$ cat config.mk
export PLATFORM = sky130hd
export DESIGN_NAME = data_port_ctrl
export DESIGN_NICKNAME = d
export VERILOG_FILES = /design/src/rtl/data_port_ctrl.sv
export SDC_FILE = /design/constraint.sdc
export NUM_CORES = 1
export LEC_CHECK = 0
export CAP_MARGIN = 20
export CORE_UTILIZATION = 57
export DETAILED_ROUTE_END_ITERATION = 10
export PLACE_DENSITY = 0.85
export REMOVE_ABC_BUFFERS = 1
export SYNTH_ARGS = -nofsm -noshare
export SYNTH_HDL_FRONTEND = slang
export SYNTH_SLANG_ARGS = --single-unit
$ cat constraint.sdc
create_clock -name clk -period 7.8 [get_ports clk]
set_input_delay 0.78 -clock clk [delete_from_list [all_inputs] [get_ports clk]]
set_output_delay 0.78 -clock clk [all_outputs]
set_load 0.05 [all_outputs]
$ cat src/rtl/data_port_ctrl.sv
// CPU data-port decoder: RAM pass-through, LED register, UART TX FIFO,
// 64-bit cycle counter with a high-word snapshot, one-cycle read latency.
module data_port_ctrl #(
    parameter int FIFO_DEPTH = 8
) (
    input  logic        clk,
    input  logic        rst,
    input  logic [13:0] cpuAddress,
    input  logic [31:0] cpuWrData,
    input  logic        cpuWrEn,
    output logic [31:0] cpuRdData,
    output logic [12:0] ramAddress,
    output logic [31:0] ramWrData,
    output logic        ramWrEn,
    input  logic [31:0] ramRdData,
    output logic [7:0]  ledOut,
    output logic [7:0]  txData,
    output logic        txValid,
    input  logic        txReady
);
    localparam int AW = $clog2(FIFO_DEPTH);
    localparam logic [AW:0] PTR_ONE = 1;

    localparam logic [13:0] ADDR_LED   = 14'h2000;
    localparam logic [13:0] ADDR_TX    = 14'h2001;
    localparam logic [13:0] ADDR_CNTLO = 14'h2002;
    localparam logic [13:0] ADDR_CNTHI = 14'h2003;
    localparam logic [13:0] ADDR_CLR   = 14'h2004;

    logic [7:0]  fifoMem [FIFO_DEPTH];
    logic [AW:0] wrPtr;
    logic [AW:0] rdPtr;
    logic [AW:0] level;
    logic        full;
    logic        empty;
    logic        push;
    logic        pop;
    logic        accept;
    logic [7:0]  dropCount;
    logic [63:0] cycleCnt;
    logic [31:0] cntHiSnap;
    logic [31:0] ioRdData;
    logic [31:0] ioRdNext;
    logic [31:0] status;
    logic        selIo;
    logic        rdValid;
    logic        wrLed;
    logic        wrClr;
    logic        rdCntLo;

    assign ramAddress = cpuAddress[12:0];
    assign ramWrData  = cpuWrData;
    assign ramWrEn    = cpuWrEn && !cpuAddress[13];

    assign wrLed   = cpuWrEn && (cpuAddress == ADDR_LED);
    assign wrClr   = cpuWrEn && (cpuAddress == ADDR_CLR);
    assign push    = cpuWrEn && (cpuAddress == ADDR_TX);
    assign rdCntLo = !cpuWrEn && (cpuAddress == ADDR_CNTLO);

    // Extra MSB on the pointers separates full from empty.
    assign level = wrPtr - rdPtr;
    assign empty = (wrPtr == rdPtr);
    assign full  = (wrPtr[AW] != rdPtr[AW])
                && (wrPtr[AW-1:0] == rdPtr[AW-1:0]);

    assign txValid = !empty;
    assign txData  = fifoMem[rdPtr[AW-1:0]];
    assign pop     = txValid && txReady;
    assign accept  = push && (!full || pop);

    assign status = {8'h0, dropCount, 8'(level), 6'h0, full, empty};

    always_comb begin
        ioRdNext = '0;
        unique case (1'b1)
            cpuAddress == ADDR_LED:   ioRdNext = {24'h0, ledOut};
            cpuAddress == ADDR_TX:    ioRdNext = status;
            cpuAddress == ADDR_CNTLO: ioRdNext = cycleCnt[31:0];
            cpuAddress == ADDR_CNTHI: ioRdNext = cntHiSnap;
            default:                  ioRdNext = '0;
        endcase
    end

    // rdValid keeps the load bus at zero until the first post-reset edge.
    assign cpuRdData = !rdValid ? '0 : (selIo ? ioRdData : ramRdData);

    always_ff @(posedge clk or posedge rst) begin
        if (rst) begin
            wrPtr     <= '0;
            rdPtr     <= '0;
            dropCount <= '0;
            ledOut    <= '0;
            cycleCnt  <= '0;
            cntHiSnap <= '0;
            ioRdData  <= '0;
            selIo     <= 1'b0;
            rdValid   <= 1'b0;
        end else begin
            cycleCnt <= cycleCnt + 64'd1;
            rdValid  <= 1'b1;
            selIo    <= cpuAddress[13];
            ioRdData <= ioRdNext;
            if (rdCntLo)
                cntHiSnap <= cycleCnt[63:32];
            if (wrLed)
                ledOut <= cpuWrData[7:0];
            if (accept)
                wrPtr <= wrPtr + PTR_ONE;
            if (pop)
                rdPtr <= rdPtr + PTR_ONE;
            if (wrClr)
                dropCount <= '0;
            else if (push && !accept && dropCount != 8'hFF)
                dropCount <= dropCount + 8'd1;
        end
    end

    always_ff @(posedge clk) begin
        if (accept)
            fifoMem[wrPtr[AW-1:0]] <= cpuWrData[7:0];
    end
endmodule

==> parameters.txt <==
Parameter                              Value

Synth
  Number of instances in the synthesized netlist ... slightly below 800
  Proportion of synthesized area in mux cells ... 0.126
  Xor and xnor area share after synthesis ... 0.0674
  Top post-synthesis cells by area ... dfrtp_1 (38%), edfxtp_1 (19%), xnor2_1 (4.9%), mux2_4 (4.4%), mux4_2 (3.6%)
  Post-synthesis cell type with the largest combined area ... dfrtp_1
  Async set or reset register ratio after synthesis ... 0.706
  Count of different cell masters after synthesis ... 50
  Area share of the largest cell type after synthesis ... 0.380
  Top flip-flop cell by instance count after synthesis ... dfrtp_1
  Compound-Gate Fraction of Synth Area ... 0.0338
  Dominant combinational cell family by area after synthesis ... simple AND/OR/NAND/NOR gates
  Register area share after synthesis ... 0.570
  Seq cells post-synth ... 218
  Post-synth design cell area ... just over 10000 sq um
  Total of warnings raised by yosys ... 0
  Simple-gate share of the synthesized area ... 0.132
  Synth Area in Adders ... 0.0106
  Post-synthesis average cell area ... 12.9 sq um
  Number of flops mapped to enable cells by yosys ... 64

Routing
  Number of nets still failing antenna checks after routing ... 0
  Via count of the routed design ... roughly 6800
  Routed wirelength normalized by instance count ... 21.6 microns
  Number of vias per cell after detailed routing ... a little over 6
  Residual DRC count ... 0
  Detailed router's first-iteration violation count ... 610
  Pre-antenna DRT Iters ... 7
  Aggregate routed wire length ... 24000 microns

Timing
  Share of the clock period used by the worst path ... 0.511
  Slew at the pin with the worst max-slew slack ... 1.11 ns
  Skew final ... 0.0112 ns
  Setup TNS after final layout ... 0 ns
  Final Hold Violating Endpoints ... 0
  Count of pins over their slew limit ... 0
  Max Clock Freq ... around 250 MHz
  Total of endpoints with negative setup slack in the final report ... 0
  Min Hold Slack ... 0.474 ns
  Min cycle time layout ... 3.99 ns
  Setup repair after global routing missed its margin ... no
  Max-Slew Margin vs Limit ... 0.254
  Worst setup slack after layout ... 3.81 ns

Cells and area
  Final standard cell area without fillers ... 12000 sq um
  Synth-to-Final Area Change ... 18.5%
  Number of non-filler instances in the completed layout ... 1113
  Number of diodes ... 0
  Net total in the final layout ... 964
  Fraction of final layout cells with drive strength greater than 1 ... 0.124
  Util after Layout ... 0.692
  Most frequent standard cell in the layout excluding fill and tap cells ... dfrtp_1
  Commonest cells after routing, fill and taps aside ... dfrtp_1 (153), clkdlybuf4s50_1 (128), edfxtp_1 (64)

Setup path
  Crit-path leading delay family ... simple AND/OR/NAND/NOR gates
  Cell-by-cell listing of the critical path ... inv_1 > ha_1 > and3_1 > a311oi_1 > nand2_1 > nor3_1
  Buf+Inv Stages, Crit Path ... 1
  Arrival time of the worst setup path ... 4.10 ns
  Crit Path Max Fanout ... 20
  Cell count along the critical path ... 6
  Depth of the worst register-to-register path ... 6
  Startpoint types ... register
  Endpoint kind of the worst setup timing path ... register
  Worst path max stage delay ... 0.98 ns
  Critical path type ... reg -> reg
  WP data required ... between 7 and 8 ns
  Critical path's slowest cell ... dfrtp_1

CTS
  Clock-pin transition on the worst setup and hold timing paths ... 0.06 ns
  Number of cells upsized or downsized after cts ... 0
  Root buffer selected by CTS ... clkbuf_16
  Hold-fix buffer count after cts ... 0
  Buffers inserted during post-CTS setup optimization ... 0
  CTS tree ... built
  Clock buffer count from CTS ... 22
  CTS max path bufs ... 3
  Clock latency at the later pin of the worst-skew pair ... 0.50 ns
  Number of levels the H-tree was split into ... 1
  Total number of clock tree sinks ... around 220

Job
  Max-cap check violation count ... 0

Floorplanning
  Overall die width ... 135 microns
  Boundary Pins ... 177
  Full die area ... 18300 sq um
  Std cell rows ... 48
  Initial Utilization ... 0.584
  Die height ... 135 microns
  Placeable core region ... around 17000 sq um

Global route
  Largest net degree at the start of global routing ... 92
  Grt ovf ... 0
  Global Route Usage Sum ... 0.267
  Initial antenna violation count ... 0
  Number of global-route vias before repair ... 6840
  First-pass GRT wire length ... 37400 microns

Power and ir drop
  Static leakage ... 5.20 nW
  Pwr Total ... ~2.9 mW
  Ratio of total power to cell area ... 237 nW/um^2
  Maximum vdd ir drop ... around 0.16 mV

Status
  Status ... finished, final reports clean

Place
  Final Wtd Congestion ... around 0.84
  Standard cell area after detailed placement ... 11200 sq um
  # placed instances ... 1069
  Post-DP HPWL ... 15600 microns
  Worst slack at placement ... 3.31 ns
  PortBufs ... 128

Min path
  Hold Crit Class ... reg -> reg
  Cells on Worst Hold Path ... 1
-- path summary, 6_finish.rpt --
kind,end,slack (ns),from
hold / removal,cycleCnt[63],0.47,cycleCnt[63]
max in group asynchronous,ledOut[4],5.65,rst
hold reg to reg,cycleCnt[63],0.47,cycleCnt[63]
setup reg to reg,fifoMem[1][6],3.81,rdPtr[1]
setup / recovery,fifoMem[1][6],3.81,rdPtr[1]
min in group asynchronous,ioRdData[22],0.83,rst
-- report_power, final --
| part | leakage, nW | total, mW | internal [mW] | switching (mW) |
|---|---|---|---|---|
| combinational | 2.16 | 0.580 | 0.233 | 0.346 |
| sequential | 2.69 | 1.23 | 1.19 | 0.0426 |
| clock | 0.350 | 1.04 | 0.624 | 0.417 |
-- cells by family (layout without fill, tap and decap cells) --
| logic type | Yosys count | after routing |
|---|---|---|
| AOI/OAI and AO/OA | 40 | 40 |
| xor gates and xnor gates | 78 | 78 |
| adders and majority gates | 8 | 8 |
| buffers and inverters | 102 | 205 |
| DFF | 218 | 218 |
| muxes | 91 | 91 |
| other | 1 | 1 |
| and+or+nand+nor | 247 | 247 |
-- Yosys cell counts, types with 7 or more instances --
cell and n:
nand3_1 44, xor2_1 21, and4_1 7, inv_1 27, a22o_1 12, nor3_1 17
xnor2_1 57, and3_1 11, ha_1 7, nor2b_1 34, nand4_1 24, edfxtp_1 64
mux2_4 30, dfrtp_1 154, a222oi_1 15, buf_4 45, clkbuf_1 16, nor2_1 28
mux2i_1 33, mux4_2 16, nor3b_1 7, buf_1 8, nor4_1 12, mux2_2 12
nand2_1 48
-- area by class of cell --
class	instances	area, sq um
Tap cell	225	282
Inverter	28	110
Multi-Input combinational cell	465	3760
Clock buffer	32	629
Timing Repair Buffer	139	1370
Sequential cell	218	5780
Clock inverter	6	80.1
Fill cell	1154	5350
-- registers in the layout (all words and copies together) (netlist names) --
register	flops
selIo	1
cntHiSnap	32
wrPtr	4
ioRdData	32
rdPtr	4
ledOut	8
fifoMem	64
rdValid	1
cycleCnt	64
dropCount	8
-- layer usage --
metal  GRT usage  part of all wire  routed length, microns  up-vias
li1            -                 -                       -     2949
met1       0.370              0.41                    9900     3380
met2       0.423              0.47                   11300      376
met3      0.0587             0.092                    2210       56
met4      0.0836             0.027                     642        0
met5           0                 0                       0        -
No activity file was read; power rests on OpenSTA's default activity.
